File: src/rtl/simplez_pkg.sv
// Shared definitions for the simplez serial blocks.
//   PARITY_*          parity mode selector values
//   ST_*              framing FSM state encoding (3 bits)
//   BAUD_DIV_DEFAULT  clk cycles per bit for 12 MHz / 115200 baud
//   calc_parity()     parity bit for a data word under a given mode
package simplez_pkg;

  localparam int PARITY_NONE = 0;
  localparam int PARITY_EVEN = 1;
  localparam int PARITY_ODD  = 2;

  localparam logic [2:0] ST_IDLE  = 3'd0;
  localparam logic [2:0] ST_START = 3'd1;
  localparam logic [2:0] ST_DATA  = 3'd2;
  localparam logic [2:0] ST_PAR   = 3'd3;
  localparam logic [2:0] ST_STOP  = 3'd4;

  localparam int BAUD_DIV_DEFAULT = 104;

  // Callers zero-extend narrower words; the extra zeros leave the XOR untouched.
  function automatic logic calc_parity(input logic [15:0] data, input int parity);
    return (^data) ^ (parity == PARITY_ODD);
  endfunction

endpackage

File: src/rtl/fifo_sync.sv
// Single-clock first-word-fall-through FIFO.
//   clk, rst       clock, asynchronous active-high reset
//   push, din      write request and data; ignored while full
//   pop, dout      read request; dout always shows the head entry
//   level          occupancy 0..DEPTH (registered)
//   full, empty    decoded from level
module fifo_sync #(
  parameter int DW    = 8,
  parameter int DEPTH = 16
) (
  input  logic                     clk,
  input  logic                     rst,
  input  logic                     push,
  input  logic                     pop,
  input  logic [DW-1:0]            din,
  output logic [DW-1:0]            dout,
  output logic [$clog2(DEPTH):0]   level,
  output logic                     full,
  output logic                     empty
);

  localparam int AW = $clog2(DEPTH);
  localparam logic [AW-1:0] PTR_ONE = 1;
  localparam logic [AW:0]   LVL_ONE = 1;

  logic [DW-1:0] mem_q [DEPTH];
  logic [AW-1:0] wr_ptr_q, rd_ptr_q;
  logic [AW:0]   level_q;
  logic          push_ok, pop_ok;

  // full is the registered view, so a pop on the same edge does not make room.
  assign push_ok = push & ~full;
  assign pop_ok  = pop & ~empty;

  assign full  = (level_q == (AW + 1)'(DEPTH));
  assign empty = (level_q == '0);
  assign level = level_q;
  assign dout  = mem_q[rd_ptr_q];

  // NOTE: the storage array has no reset; only pointers and level define
  // which entries are valid, and leaving it unreset keeps it a plain RAM.
  always_ff @(posedge clk) begin
    if (push_ok) mem_q[wr_ptr_q] <= din;
  end

  // NOTE: sequential state is updated with non-blocking assignments so every
  // flop samples the pre-edge values regardless of block ordering.
  always_ff @(posedge clk or posedge rst) begin
    if (rst) begin
      wr_ptr_q <= '0;
      rd_ptr_q <= '0;
      level_q  <= '0;
    end else begin
      // Power-of-two depth: pointers wrap by natural overflow.
      if (push_ok) wr_ptr_q <= wr_ptr_q + PTR_ONE;
      if (pop_ok)  rd_ptr_q <= rd_ptr_q + PTR_ONE;
      case ({push_ok, pop_ok})
        2'b10:   level_q <= level_q + LVL_ONE;
        2'b01:   level_q <= level_q - LVL_ONE;
        default: level_q <= level_q;
      endcase
    end
  end

endmodule

File: src/rtl/uart_tx_fifo.sv
// Buffered serial transmitter: FIFO in front of a start/data/parity/stop framer.
//   clk, rst        clock, asynchronous active-high reset
//   wr_en, din      push one word per cycle (dropped while full)
//   full, empty     FIFO status; level = occupancy 0..DEPTH
//   busy            a frame is on the line
//   ovf, ovf_clr    sticky dropped-push flag and its clear
//   tx              serial output, idle high, LSB first
module uart_tx_fifo
  import simplez_pkg::*;
#(
  parameter int DW        = 8,
  parameter int BAUD_DIV  = BAUD_DIV_DEFAULT,
  parameter int DEPTH     = 16,
  parameter int PARITY    = PARITY_NONE,
  parameter int STOP_BITS = 1
) (
  input  logic                     clk,
  input  logic                     rst,
  input  logic                     wr_en,
  input  logic [DW-1:0]            din,
  output logic                     full,
  output logic                     empty,
  output logic [$clog2(DEPTH):0]   level,
  output logic                     busy,
  output logic                     ovf,
  input  logic                     ovf_clr,
  output logic                     tx
);

  localparam int BW = $clog2(BAUD_DIV);
  localparam logic [BW-1:0] BAUD_LAST = BW'(BAUD_DIV - 1);
  localparam logic [BW-1:0] BAUD_ONE  = 1;
  localparam logic [3:0]    DATA_LAST = 4'(DW - 1);
  localparam logic [3:0]    STOP_LAST = 4'(STOP_BITS - 1);

  logic [2:0]    state_q, state_d;
  logic [BW-1:0] baud_q, baud_d;
  logic [3:0]    bit_q, bit_d;
  logic [DW-1:0] shift_q, shift_d;
  logic          par_q, par_d;
  logic          tx_q, tx_d;
  logic          busy_q, ovf_q, ovf_d;
  logic          fifo_pop;
  logic [DW-1:0] fifo_dout;
  logic          baud_end;

  fifo_sync #(.DW(DW), .DEPTH(DEPTH)) u_fifo (
    .clk   (clk),
    .rst   (rst),
    .push  (wr_en),
    .pop   (fifo_pop),
    .din   (din),
    .dout  (fifo_dout),
    .level (level),
    .full  (full),
    .empty (empty)
  );

  assign baud_end = (baud_q == BAUD_LAST);
  // Dropping a push wins over a same-edge clear.
  assign ovf_d    = (wr_en & full) | (ovf_q & ~ovf_clr);

  // NOTE: every variable gets a default at the top of the block so no path
  // leaves one unassigned, which would otherwise infer a latch.
  always_comb begin
    state_d  = state_q;
    baud_d   = baud_q + BAUD_ONE;
    bit_d    = bit_q;
    shift_d  = shift_q;
    par_d    = par_q;
    tx_d     = 1'b1;
    fifo_pop = 1'b0;
    case (state_q)
      ST_IDLE: begin
        baud_d = '0;
        bit_d  = '0;
        if (!empty) begin
          fifo_pop = 1'b1;
          shift_d  = fifo_dout;
          par_d    = calc_parity(16'(fifo_dout), PARITY);
          state_d  = ST_START;
        end
      end
      ST_START: begin
        tx_d = 1'b0;
        if (baud_end) begin
          baud_d  = '0;
          bit_d   = '0;
          state_d = ST_DATA;
        end
      end
      ST_DATA: begin
        tx_d = shift_q[0];
        if (baud_end) begin
          baud_d  = '0;
          shift_d = shift_q >> 1;
          if (bit_q == DATA_LAST) begin
            bit_d   = '0;
            state_d = (PARITY != PARITY_NONE) ? ST_PAR : ST_STOP;
          end else begin
            bit_d = bit_q + 4'd1;
          end
        end
      end
      ST_PAR: begin
        tx_d = par_q;
        if (baud_end) begin
          baud_d  = '0;
          bit_d   = '0;
          state_d = ST_STOP;
        end
      end
      ST_STOP: begin
        if (baud_end) begin
          baud_d = '0;
          if (bit_q == STOP_LAST) begin
            bit_d = '0;
            // Chain straight into the next start bit when more data waits.
            if (!empty) begin
              fifo_pop = 1'b1;
              shift_d  = fifo_dout;
              par_d    = calc_parity(16'(fifo_dout), PARITY);
              state_d  = ST_START;
            end else begin
              state_d = ST_IDLE;
            end
          end else begin
            bit_d = bit_q + 4'd1;
          end
        end
      end
      default: begin
        baud_d  = '0;
        state_d = ST_IDLE;
      end
    endcase
  end

  // tx and busy are registered from the current state, so the line is
  // glitch-free and trails the state register by exactly one cycle.
  always_ff @(posedge clk or posedge rst) begin
    if (rst) begin
      state_q <= ST_IDLE;
      baud_q  <= '0;
      bit_q   <= '0;
      shift_q <= '0;
      par_q   <= 1'b0;
      tx_q    <= 1'b1;
      busy_q  <= 1'b0;
      ovf_q   <= 1'b0;
    end else begin
      state_q <= state_d;
      baud_q  <= baud_d;
      bit_q   <= bit_d;
      shift_q <= shift_d;
      par_q   <= par_d;
      tx_q    <= tx_d;
      busy_q  <= (state_q != ST_IDLE);
      ovf_q   <= ovf_d;
    end
  end

  assign tx   = tx_q;
  assign busy = busy_q;
  assign ovf  = ovf_q;

endmodule

File: config.mk
export PLATFORM = sky130hd
export DESIGN_NAME = uart_tx_fifo
export DESIGN_NICKNAME = d
export VERILOG_FILES = /design/src/rtl/simplez_pkg.sv /design/src/rtl/fifo_sync.sv /design/src/rtl/uart_tx_fifo.sv
export SDC_FILE = /design/constraint.sdc
export NUM_CORES = 1
export LEC_CHECK = 0
export ABC_AREA = 1
export BUFFER_PORTS_ARGS = -buffer_cell sky130_fd_sc_hd__buf_2
export CORE_MARGIN = 4
export CORE_UTILIZATION = 45
export DETAILED_ROUTE_END_ITERATION = 7
export PLACE_DENSITY_LB_ADDON = 0.2
export SKIP_CTS_REPAIR_TIMING = 1
export SLEW_MARGIN = 15
export SYNTH_ARGS = -nofsm -noshare
export SYNTH_HDL_FRONTEND = slang
export SYNTH_SLANG_ARGS = --single-unit
File: constraint.sdc
create_clock -name clk -period 6.3 [get_ports clk]
set_input_delay 1.26 -clock clk [delete_from_list [all_inputs] [get_ports clk]]
set_output_delay 1.26 -clock clk [all_outputs]
set_load 0.005 [all_outputs]
==> impl_metrics.yaml, run 1 <==
run_status:
  outcome: "completed"
logic_synthesis:
  synth_top_cell_area_share: 0.508
  synthAdderAreaFrac: 0.0225
  synth_simple_gate_area_share: 0.220
  synthesis.area_per_instance_um2: 9.90
  part_of_the_yosys_area_used_for_sequential_elements: 0.637
  syn-cell-area_um2: 7570
  synth_enable_flop_cells: 128
  yosys-mux-area-fraction: 0
  synthDistinctLibCells: 36
  postSynthNetCount: 790
  synth_xor_xnor_area_share: 0.0116
  synth-compound-area-share: 0.0421
  post_synth_main_area_contributors: "sky130_fd_sc_hd__edfxtp_1, sky130_fd_sc_hd__dfrtp_1, sky130_fd_sc_hd__nand2_1"
  synthFlopType: "sky130_fd_sc_hd__edfxtp_1"
  synth_top_family_by_area: "simple AND/OR/NAND/NOR gates"
  ys_seq_elements: 167
  netlist_instances: 765
  ys_warn_count: 0
  synth-async-reset-ratio: 0.234
  synth.largest_area_cell: "sky130_fd_sc_hd__edfxtp_1"
setup_path:
  crit_path_max_incr_delay_ns: 0.40
  buffers_inverters_on_critical_path: 5
  critical_path_depth: 20
  timing.critical_path.arrival_ns: 3.51
  critical_path.startpoint_type: "flip-flop"
  crit_type: "flip-flop to flip-flop"
  critPathMaxFanout: 14
  worst_setup_path_end_kind: "flip-flop"
  worst_ep_required_time_ns: 6.65
  timing.critical_path.slowest_stage_cell: "sky130_fd_sc_hd__dfrtp_1"
  critical-path-top-delay-family: "simple AND/OR/NAND/NOR gates"
  r2r.worst_path.cells: 20
  crit_path_frequent_cell: "sky130_fd_sc_hd__nand2_1"
  worstPathCellList: "inv_1 -> nor2_2 -> inv_1 -> nor2_4 -> inv_1 -> nand2_1 -> nand2_1 -> nand2_2 -> nor2_4 -> nand2_1 -> inv_2 -> ha_1 -> inv_1 -> fa_1 -> nor2_1 -> a211oi_1 -> nand2_1 -> nand2_1 -> nor2_1 -> xor2_1"
timing:
  worst_pin_slew_ns: 0.995
  sum_of_negative_setup_slack_ns: 0
  drv_slew: 0
  max_freq_mhz: 317
  final_period_minus_worst_setup_slack_ns: 3.16
  report.final.setup_viol: 0
  worst_slew_margin_rel: 0.337
  fin_worst_skew_ns: 0.00654
  rsz0062_at_grt: "no"
  timing.final.hold_violations: 0
  setup_ws_ns: 3.14
  timing.final.crit_share: 0.501
die:
  fp.dieArea_um2: 19000
  dieWidth_um: 138
  coreArea_um2: 16500
  number_of_ports_placed_on_the_die_boundary: 22
  initial_standard_cell_utilization_of_the_core: 0.458
  die_height_um: 138
  num_rows: 47
clock_tree:
  cts-root-buf: "sky130_fd_sc_hd__clkbuf_16"
  total_cts_buffers: 17
  cts_tree: "done"
  clk_pin_slew_worst_paths_ns: 0.06
  cts_buffer_depth: 2
  htreeDepth: 4
  clock_sink_count: 167
  clk-insertion-delay-late_ns: 0.43
finish:
  final_net_count: 807
  area_growth_syn_to_layout_pct: 10.6
  drive_gt1_frac: 0.0881
  final_core_util: 0.507
  finalInstanceArea_um2: 8370
  nFillCells: 1472
  diodes: 0
power_and_ir_drop:
  power.sequential.fraction: 0.379
  power-per-cell-area_nw_per_um2: 483
  pwr-share-clk: 0.246
  power.internal_mw: 2.42
  power.switching_mw: 1.63
  swShare: 0.403
  worst_ir_drop_vdd_mv: 0.227
  gate_power_share: 0.375
  power.static_leakage_nw: 3.59
drt:
  drt_iter0_markers: 323
  drtAntennaViolNets: 0
  drt_drc_violations_left: 0
  avgViaCountPerCell: 5.15
  vias: 5232
  drt-wirelength-per-cell_um: 16.4
  wirelength_um: 16600
  detailed_routing_iteration_count_for_the_pre_antenna_repair_pass: 5
place:
  place_congestion: 0.863
  io_buffer_count: 21
  place_hpwl_um: 11000
  placedInstanceArea_um2: 7810
  post-place-ws_ns: 3.14
worst_hold_path:
  min_path_type: "flip-flop to flip-flop"
  worst_hold_path.num_cells: 1
grt:
  grt_first_pass_wirelength_um: 26400
  maximum_number_of_pins_on_one_net_before_global_route_repair: 78
  grt_antenna_before_repair: 0
  final_global_route_overflow_total: 0
  first_global_vias: 5078
  grtUsageTotal: 0.186
run:
  drv_cap: 0
registers in the layout, indices dropped and copies added (netlist names):
signal / count
u_fifo.rd_ptr_q: 4
state_q: 3
ovf: 1
bit_q: 4
baud_q: 7
busy: 1
u_fifo.wr_ptr_q: 4
u_fifo.level: 5
shift_q: 8
par_q: 1
u_fifo.mem_q: 128
tx: 1
cells in the mapped netlist, types with 2 or more instances:
master and instances:
sky130_fd_sc_hd__nand3b_1 2, sky130_fd_sc_hd__edfxtp_1 128, sky130_fd_sc_hd__o21ai_1 2, sky130_fd_sc_hd__nor2_1 58, sky130_fd_sc_hd__buf_6 6, sky130_fd_sc_hd__nor2_4 2, sky130_fd_sc_hd__nand3_1 75, sky130_fd_sc_hd__xnor2_1 2
sky130_fd_sc_hd__o22ai_1 2, sky130_fd_sc_hd__nand2_1 243, sky130_fd_sc_hd__inv_1 86, sky130_fd_sc_hd__ha_1 12, sky130_fd_sc_hd__xor2_1 8, sky130_fd_sc_hd__o21ai_0 32, sky130_fd_sc_hd__nor3_1 4, sky130_fd_sc_hd__dfrtp_1 38
sky130_fd_sc_hd__clkbuf_1 3, sky130_fd_sc_hd__inv_2 5, sky130_fd_sc_hd__nand4_1 2, sky130_fd_sc_hd__o211ai_1 6, sky130_fd_sc_hd__or2_2 5, sky130_fd_sc_hd__buf_2 15, sky130_fd_sc_hd__a21oi_1 14, sky130_fd_sc_hd__nor3b_1 3
metrics by stage:
stage	hold WS [ns]	power [mW]	instances
finish	0.479	4.05	1015
global route	0.518	4.35	1015
CTS	0.489	4.06	1015
detailed placement	0.474	3.07	983
global placement	0.455	3.02	983
floorplan	0.439	2.70	765
power groups by stage:
| stage | clock network (mW) | registers (mW) | logic, mW |
|---|---|---|---|
| after floorplan | 0 | 1.48 | 1.23 |
| after global placement | 0 | 1.55 | 1.47 |
| after detailed placement | 0 | 1.55 | 1.51 |
| after CTS | 1.01 | 1.53 | 1.52 |
| after global routing | 1.05 | 1.56 | 1.74 |
| final | 0.997 | 1.53 | 1.52 |
path summary, 6_finish.rpt:
kind | start | endpoint | slack, ns
min in group asynchronous | rst | ovf | 0.96
setup / recovery | state_q[1] | u_fifo.level[4] | 3.14
setup reg to reg | state_q[1] | u_fifo.level[4] | 3.14
hold / removal | baud_q[0] | baud_q[0] | 0.48
max in group asynchronous | rst | u_fifo.rd_ptr_q[0] | 4.97
hold reg to reg | baud_q[0] | baud_q[0] | 0.48
layer usage:
metal,part of all wire,track usage,wire (um),vias to the layer above
met1,0.42,0.231,7030,2520
met4,0.016,0.0642,274,0
met3,0.047,0.0391,786,18
met2,0.51,0.322,8520,151
li1,-,-,-,2543
met5,0,0,0,-
cells in the final DEF (no fill, tap or decap), types with 3 or more instances in the layout:
cell,netlist,final
sky130_fd_sc_hd__a21oi_1,14,14
sky130_fd_sc_hd__buf_2,15,21
sky130_fd_sc_hd__clkbuf_16,0,17
sky130_fd_sc_hd__clkinv_1,1,3
sky130_fd_sc_hd__clkinv_4,0,5
sky130_fd_sc_hd__dfrtp_1,38,37
sky130_fd_sc_hd__edfxtp_1,128,128
sky130_fd_sc_hd__ha_1,12,12
sky130_fd_sc_hd__inv_1,86,86
sky130_fd_sc_hd__inv_2,5,5
sky130_fd_sc_hd__inv_6,0,3
sky130_fd_sc_hd__nand2_1,243,243
sky130_fd_sc_hd__nand3_1,75,75
sky130_fd_sc_hd__nor2_1,58,58
sky130_fd_sc_hd__nor3_1,4,4
sky130_fd_sc_hd__nor3b_1,3,3
sky130_fd_sc_hd__o211ai_1,6,6
sky130_fd_sc_hd__o21ai_0,32,32
sky130_fd_sc_hd__or2_2,5,5
sky130_fd_sc_hd__xor2_1,8,8
worst register-to-register path: cells and delay by family, from the launching register on:
family                     cells  cell delay [ns]
DFF                            1             0.40
xor gates and xnor gates       1             0.15
AOI/OAI and AO/OA              1             0.06
adders and majority gates      2             0.62
and+or+nand+nor               11             1.12
buffers and inverters          5             0.72
cell type report:
cell class | instances | area [um2] | area share
Sequential cell | 167 | 4820 | 0.576
Multi-Input combinational cell | 481 | 2240 | 0.268
Clock buffer | 17 | 425 | 0.0508
Inverter | 92 | 345 | 0.0412
Tap cell | 220 | 275 | 0.0329
Clock inverter | 15 | 143 | 0.0170
Timing Repair Buffer | 23 | 120 | 0.0143
cell families (layout without fill, tap and decap cells):
group,count (synthesis),after routing
xor gates and xnor gates,10,10
DFF,167,167
AOI/OAI and AO/OA,59,59
buffers and inverters,117,147
and+or+nand+nor,399,399
adders and majority gates,13,13
No activity file was read; power rests on OpenSTA's default activity.
==> inputs of run 2 (changes only) <==
==> constraint.sdc (replaced) <==
create_clock -name clk -period 3.27 [get_ports clk]
set_input_delay 0.654 -clock clk [delete_from_list [all_inputs] [get_ports clk]]
set_output_delay 0.654 -clock clk [all_outputs]
set_load 0.005 [all_outputs]
==> run 2 against run 1 <==
Total power rose by 99%. Via count fell by 1.5%. Global-route usage decreased by 0.84 points. Critical path depth shrank 5. Sequential power grew 88%. Combinational power increased by 100%. Clock skew increased by 0.0067 ns. Setup slack lost 2.9 ns. Sequential share of layout area is 0.89 points lower. Critical path type unchanged. Highest routed layer unchanged.
==> impl_metrics.yaml, run 2 (synthesis results as in run 1) <==
run_status:
  outcome: "completed"
clock_tree:
  clk_pin_slew_worst_paths_ns: 0.06
  cts_tree: "done"
  htreeDepth: 4
  total_cts_buffers: 17
  cts-root-buf: "sky130_fd_sc_hd__clkbuf_16"
  clk-insertion-delay-late_ns: 0.42
  cts_buffer_depth: 2
  clock_sink_count: 167
timing:
  report.final.setup_viol: 0
  drv_slew: 0
  rsz0062_at_grt: "no"
  fin_worst_skew_ns: 0.0133
  worst_slew_margin_rel: 0.431
  worst_pin_slew_ns: 0.850
  timing.final.hold_violations: 0
  final_period_minus_worst_setup_slack_ns: 3.00
  sum_of_negative_setup_slack_ns: 0
  max_freq_mhz: 334
  timing.final.crit_share: 0.916
grt:
  use_met2: 0.319
  first_global_vias: 5078
  grt_first_pass_wirelength_um: 25600
  grtUsageTotal: 0.177
  maximum_number_of_pins_on_one_net_before_global_route_repair: 77
  groute.layer.met3.usage: 0.0380
  grt_antenna_before_repair: 0
  use_met1: 0.216
  grt_busiest_layer: "met2"
  final_global_route_overflow_total: 0
drt:
  avgViaCountPerCell: 5.03
  vias: 5154
  drt_drc_violations_left: 0
  detailed_routing_iteration_count_for_the_pre_antenna_repair_pass: 5
  drt-wirelength-per-cell_um: 15.5
  wirelength_um: 15900
  drtAntennaViolNets: 0
  drt_iter0_markers: 320
finish:
  max_flop_register: "u_fifo.mem_q"
  diodes: 0
  finalInstanceArea_um2: 8510
  largest_register_ff_count: 128
  final_core_util: 0.515
  layout.cells.most_common: "sky130_fd_sc_hd__nand2_1"
  area_growth_syn_to_layout_pct: 12.3
  final_net_count: 816
  largest_registers: "u_fifo.mem_q (128), shift_q (8), baud_q (7)"
  drive_gt1_frac: 0.0983
  most_used_cells_in_the_layout_excluding_fill_and_tap_cells: "sky130_fd_sc_hd__nand2_1, sky130_fd_sc_hd__edfxtp_1, sky130_fd_sc_hd__inv_1"
power_and_ir_drop:
  power-per-cell-area_nw_per_um2: 945
  design_power_total_mw: 8.04
  power.sequential.fraction: 0.356
  power.static_leakage_nw: 3.66
  swShare: 0.392
  power.switching_mw: 3.15
  power.internal_mw: 4.89
  pwr-share-clk: 0.259
  worst_ir_drop_vdd_mv: 0.579
  gate_power_share: 0.385
die:
  number_of_ports_placed_on_the_die_boundary: 22
  num_rows: 47
  coreArea_um2: 16500
  initial_standard_cell_utilization_of_the_core: 0.458
  dieWidth_um: 138
  die_height_um: 138
  fp.dieArea_um2: 19000
setup_path:
  critPathMaxFanout: 9
  setup.reg_to_reg.worst_slack_ns: 0.27
  crit_path_start: "u_fifo.level[0]"
  worst_setup_path_end_kind: "flip-flop"
  worst_ep_required_time_ns: 3.58
  crit_type: "flip-flop to flip-flop"
  timing.rr.start: "u_fifo.level[0]"
  critical_path.startpoint_type: "flip-flop"
  timing.critical_path.arrival_ns: 3.30
worst_hold_path:
  min_path_type: "input pin to asynchronous set/reset pin"
place:
  io_buffer_count: 21
  placedInstanceArea_um2: 7890
  place_hpwl_um: 10300
  place_congestion: 0.756
run:
  drv_cap: 0
## run 2: changes by cell type in the layout (fill, tap and decap cells not counted), sizes merged
cell / delta
buf: +9
clkinv: -5
bufinv: +2
clkbuf: +4
clkinvlp: -1
## run 2: final timing paths
kind / endpoint / cells past startpoint
worst min-delay path: u_fifo.level[3] / 3
worst max-delay path: u_fifo.level[4] / 15
worst min register to register: baud_q[0] / 1
min in group clk: ovf / 2
worst max register to register: u_fifo.level[4] / 15
max in group asynchronous: u_fifo.rd_ptr_q[0] / 3
## run 2: final cells by class
cell class                 instances  area (um2)
clock buffer                      21         450
sequential                       167        4820
tap                              220         275
fill                            1464        8020
timing repair buffer              32         200
clock inverter                    11         166
multi-input combinational        481        2250
inverter                          92         345
## run 2: through the flow
step	hold slack (ns)	instances	worst slack (ns)
finish	0.359	1024	0.275
global route	0.390	1024	0.0316
CTS	0.360	1024	0.199
detailed placement	0.481	992	0.208
global placement	0.450	992	0.378
floorplan	0.439	765	0.632
## run 2: power groups by stage
stage | logic, mW | clock network [mW] | registers (mW)
2_1_floorplan | 2.36 | 0 | 2.85
6_report | 3.09 | 2.08 | 2.87
3_5_place_dp | 3.08 | 0 | 2.90
5_1_grt | 3.54 | 2.21 | 2.90
4_1_cts | 3.11 | 2.11 | 2.86
3_3_place_gp | 2.99 | 0 | 2.89
## run 2: worst max-delay path: stages, from the launching register on
cell                       delay (ns)
sky130_fd_sc_hd__dfrtp_1         0.44
sky130_fd_sc_hd__nor4_2          0.37
sky130_fd_sc_hd__nand2_1         0.16
sky130_fd_sc_hd__a21oi_1         0.28
sky130_fd_sc_hd__nor2_4          0.10
sky130_fd_sc_hd__nand2_2         0.14
sky130_fd_sc_hd__inv_2           0.08
sky130_fd_sc_hd__ha_1            0.25
sky130_fd_sc_hd__ha_1            0.34
sky130_fd_sc_hd__nand2_1         0.07
sky130_fd_sc_hd__nor2_1          0.04
sky130_fd_sc_hd__a211oi_1        0.27
sky130_fd_sc_hd__nand2_1         0.09
sky130_fd_sc_hd__nand2_1         0.07
sky130_fd_sc_hd__nor2_1          0.05
sky130_fd_sc_hd__xor2_1          0.13
## run 2: metal layers
metal	routed length [um]	share of wire
met1	6870	0.43
met2	8270	0.52
met3	553	0.035
met4	167	0.011
met5	0	0
==> inputs of run 3 (changes only) <==
==> constraint.sdc (replaced) <==
create_clock -name clk -period 2.6 [get_ports clk]
set_input_delay 0.52 -clock clk [delete_from_list [all_inputs] [get_ports clk]]
set_output_delay 0.52 -clock clk [all_outputs]
set_load 0.005 [all_outputs]
==> run 3 against run 2 <==
Sequential cell count did not move. Sequential power grew 26%. Sequential share of layout area shrank 2.0 points. Register-to-register slack got worse by 0.20 ns. Total power rose by 32%. Global-route usage rose by 0.60 points. Final area up 3.8%. Combinational power grew 43%. Fmax is 19% higher. Critical path depth up 3. Highest routed layer unchanged.
==> impl_metrics.yaml, run 3 (synthesis results as in run 1) <==
timing:
  rsz0062_at_grt: "yes"
  timing.final.crit_share: 0.971
  worst_pin_slew_ns: 0.888
  final_period_minus_worst_setup_slack_ns: 2.52
  report.final.setup_viol: 0
  fin_worst_skew_ns: 0.0100
  max_freq_mhz: 396
  timing.final.hold_violations: 0
  worst_slew_margin_rel: 0.406
  drv_slew: 0
  holdWs_ns: 0.222
setup_path:
  critPathMaxFanout: 4
  r2r_end: "u_fifo.level[3]"
  timing.critical_path.arrival_ns: 2.86
  critical_path.startpoint_type: "flip-flop"
  crit_path_frequent_cell: "sky130_fd_sc_hd__nand2_1"
  crit_type: "flip-flop to flip-flop"
  worst_ep_required_time_ns: 2.93
  worst_setup_path_end_kind: "flip-flop"
  crit_path_max_incr_delay_ns: 0.40
  worstPathCellList: "nor2_2 -> inv_1 -> nor2_2 -> inv_1 -> nand2_1 -> nand2_1 -> nand2_2 -> nor2_4 -> nand2_2 -> inv_2 -> ha_4 -> buf_4 -> ha_1 -> nand2_1 -> nand2_1 -> a21oi_1 -> or2_2 -> a31oi_1"
  r2r.worst_path.cells: 18
  timing.critical_path.slowest_stage_cell: "sky130_fd_sc_hd__dfrtp_1"
  timing.rr.start: "state_q[0]"
  critical-path-top-delay-family: "simple AND/OR/NAND/NOR gates"
  buffers_inverters_on_critical_path: 4
  setup.reg_to_reg.worst_slack_ns: 0.08
power_and_ir_drop:
  power-per-cell-area_nw_per_um2: 1210
  gate_power_share: 0.415
  power.switching_mw: 4.10
  design_power_total_mw: 10.7
  power.static_leakage_nw: 3.81
  swShare: 0.385
  power.internal_mw: 6.56
  worst_ir_drop_vdd_mv: 0.573
  power.sequential.fraction: 0.339
  pwr-share-clk: 0.246
drt:
  detailed_routing_iteration_count_for_the_pre_antenna_repair_pass: 5
  vias: 5267
  wirelength_um: 16800
  drt_drc_violations_left: 0
  drtAntennaViolNets: 0
  avgViaCountPerCell: 5.01
  drt-wirelength-per-cell_um: 15.9
  drt_iter0_markers: 461
place:
  placedInstanceArea_um2: 8060
  place_hpwl_um: 10700
  io_buffer_count: 21
  place_congestion: 0.798
clock_tree:
  htreeDepth: 4
  cts_buffer_depth: 2
  cts-root-buf: "sky130_fd_sc_hd__clkbuf_16"
  clk_pin_slew_worst_paths_ns: 0.06
  cts_tree: "done"
  clk-insertion-delay-late_ns: 0.42
  total_cts_buffers: 17
  clock_sink_count: 167
die:
  die_height_um: 138
  dieWidth_um: 138
  initial_standard_cell_utilization_of_the_core: 0.458
  coreArea_um2: 16500
  num_rows: 47
  number_of_ports_placed_on_the_die_boundary: 22
  fp.dieArea_um2: 19000
finish:
  largest_register_ff_count: 128
  largest_registers: "u_fifo.mem_q (128), shift_q (8), baud_q (7)"
  drive_gt1_frac: 0.150
  most_used_cells_in_the_layout_excluding_fill_and_tap_cells: "sky130_fd_sc_hd__nand2_1, sky130_fd_sc_hd__edfxtp_1, sky130_fd_sc_hd__inv_1"
  nFillCells: 1416
  diodes: 0
  max_flop_register: "u_fifo.mem_q"
  finalInstanceArea_um2: 8820
  layout.cells.most_common: "sky130_fd_sc_hd__nand2_1"
  area_growth_syn_to_layout_pct: 16.6
  final_net_count: 844
grt:
  use_met2: 0.303
  final_global_route_overflow_total: 0
  use_met1: 0.246
  grt_busiest_layer: "met2"
  maximum_number_of_pins_on_one_net_before_global_route_repair: 55
  grt_antenna_before_repair: 0
  groute.layer.met3.usage: 0.0310
  grtUsageTotal: 0.183
  grt_first_pass_wirelength_um: 26300
  first_global_vias: 5035
run:
  drv_cap: 0
run_status:
  outcome: "completed"
worst_hold_path:
  min_path_type: "input pin to asynchronous set/reset pin"
==> run 3: cell types whose count changed in the layout (fill, tap and decap cells not counted), sizes merged <==
cell    change
buf        +28
clkinv      +4
inv         -4
bufinv      +1
clkbuf      -1
==> run 3: how the worst max path moves through the flow <==
stage,startpoint,depth (start not counted),slack [ns],endpoint
final,state_q[0],18,0.08,u_fifo.level[3]
after global routing,baud_q[0],18,-0.12,u_fifo.level[4]
after CTS,state_q[1],19,-0.07,u_fifo.level[4]
after detailed placement,state_q[2],19,-0.04,u_fifo.level[4]
after global placement,u_fifo.level[0],15,0.07,u_fifo.level[4]
after floorplan,u_fifo.level[0],15,0.005,u_fifo.level[4]
==> run 3: power groups by stage <==
stage / registers [mW] / clock network [mW] / logic [mW]
after floorplan: 3.58 / 0 / 2.98
final: 3.61 / 2.63 / 4.42
after CTS: 3.58 / 2.65 / 4.21
after global routing: 3.65 / 2.78 / 4.99
after detailed placement: 3.63 / 0 / 4.18
after global placement: 3.61 / 0 / 4.06
==> run 3: tightest hold or removal path, stage by stage <==
cell and delay (ns):
sky130_fd_sc_hd__buf_2 0.09, sky130_fd_sc_hd__inv_1 0.04, sky130_fd_sc_hd__buf_4 0.44
==> run 3: per-stage QoR <==
step	util	setup TNS [ns]	setup slack [ns]	instances
floorplan	-	0	0.00498	765
global placement	0.488	0	0.0675	1011
CTS	0.525	-0.0748	-0.0748	1043
detailed placement	0.488	-0.0432	-0.0432	1011
finish	0.534	0	0.0758	1052
global route	0.534	-0.160	-0.118	1052
==> run 3: layout make-up <==
cell class | instances | area (um2) | area share
flip-flops and latches | 167 | 4820 | 0.546
multi-input cells | 481 | 2330 | 0.264
repair buffers | 60 | 435 | 0.0493
well taps | 220 | 275 | 0.0312
inverters | 92 | 348 | 0.0394
clock buffers | 20 | 437 | 0.0495
clock inverters | 12 | 179 | 0.0203
==> run 3: per-layer routing <==
layer  up-vias  share of wire
li1       2611              -
met1      2503           0.44
met2       127           0.49
met3        26          0.045
met4         0          0.017
met5         -              0
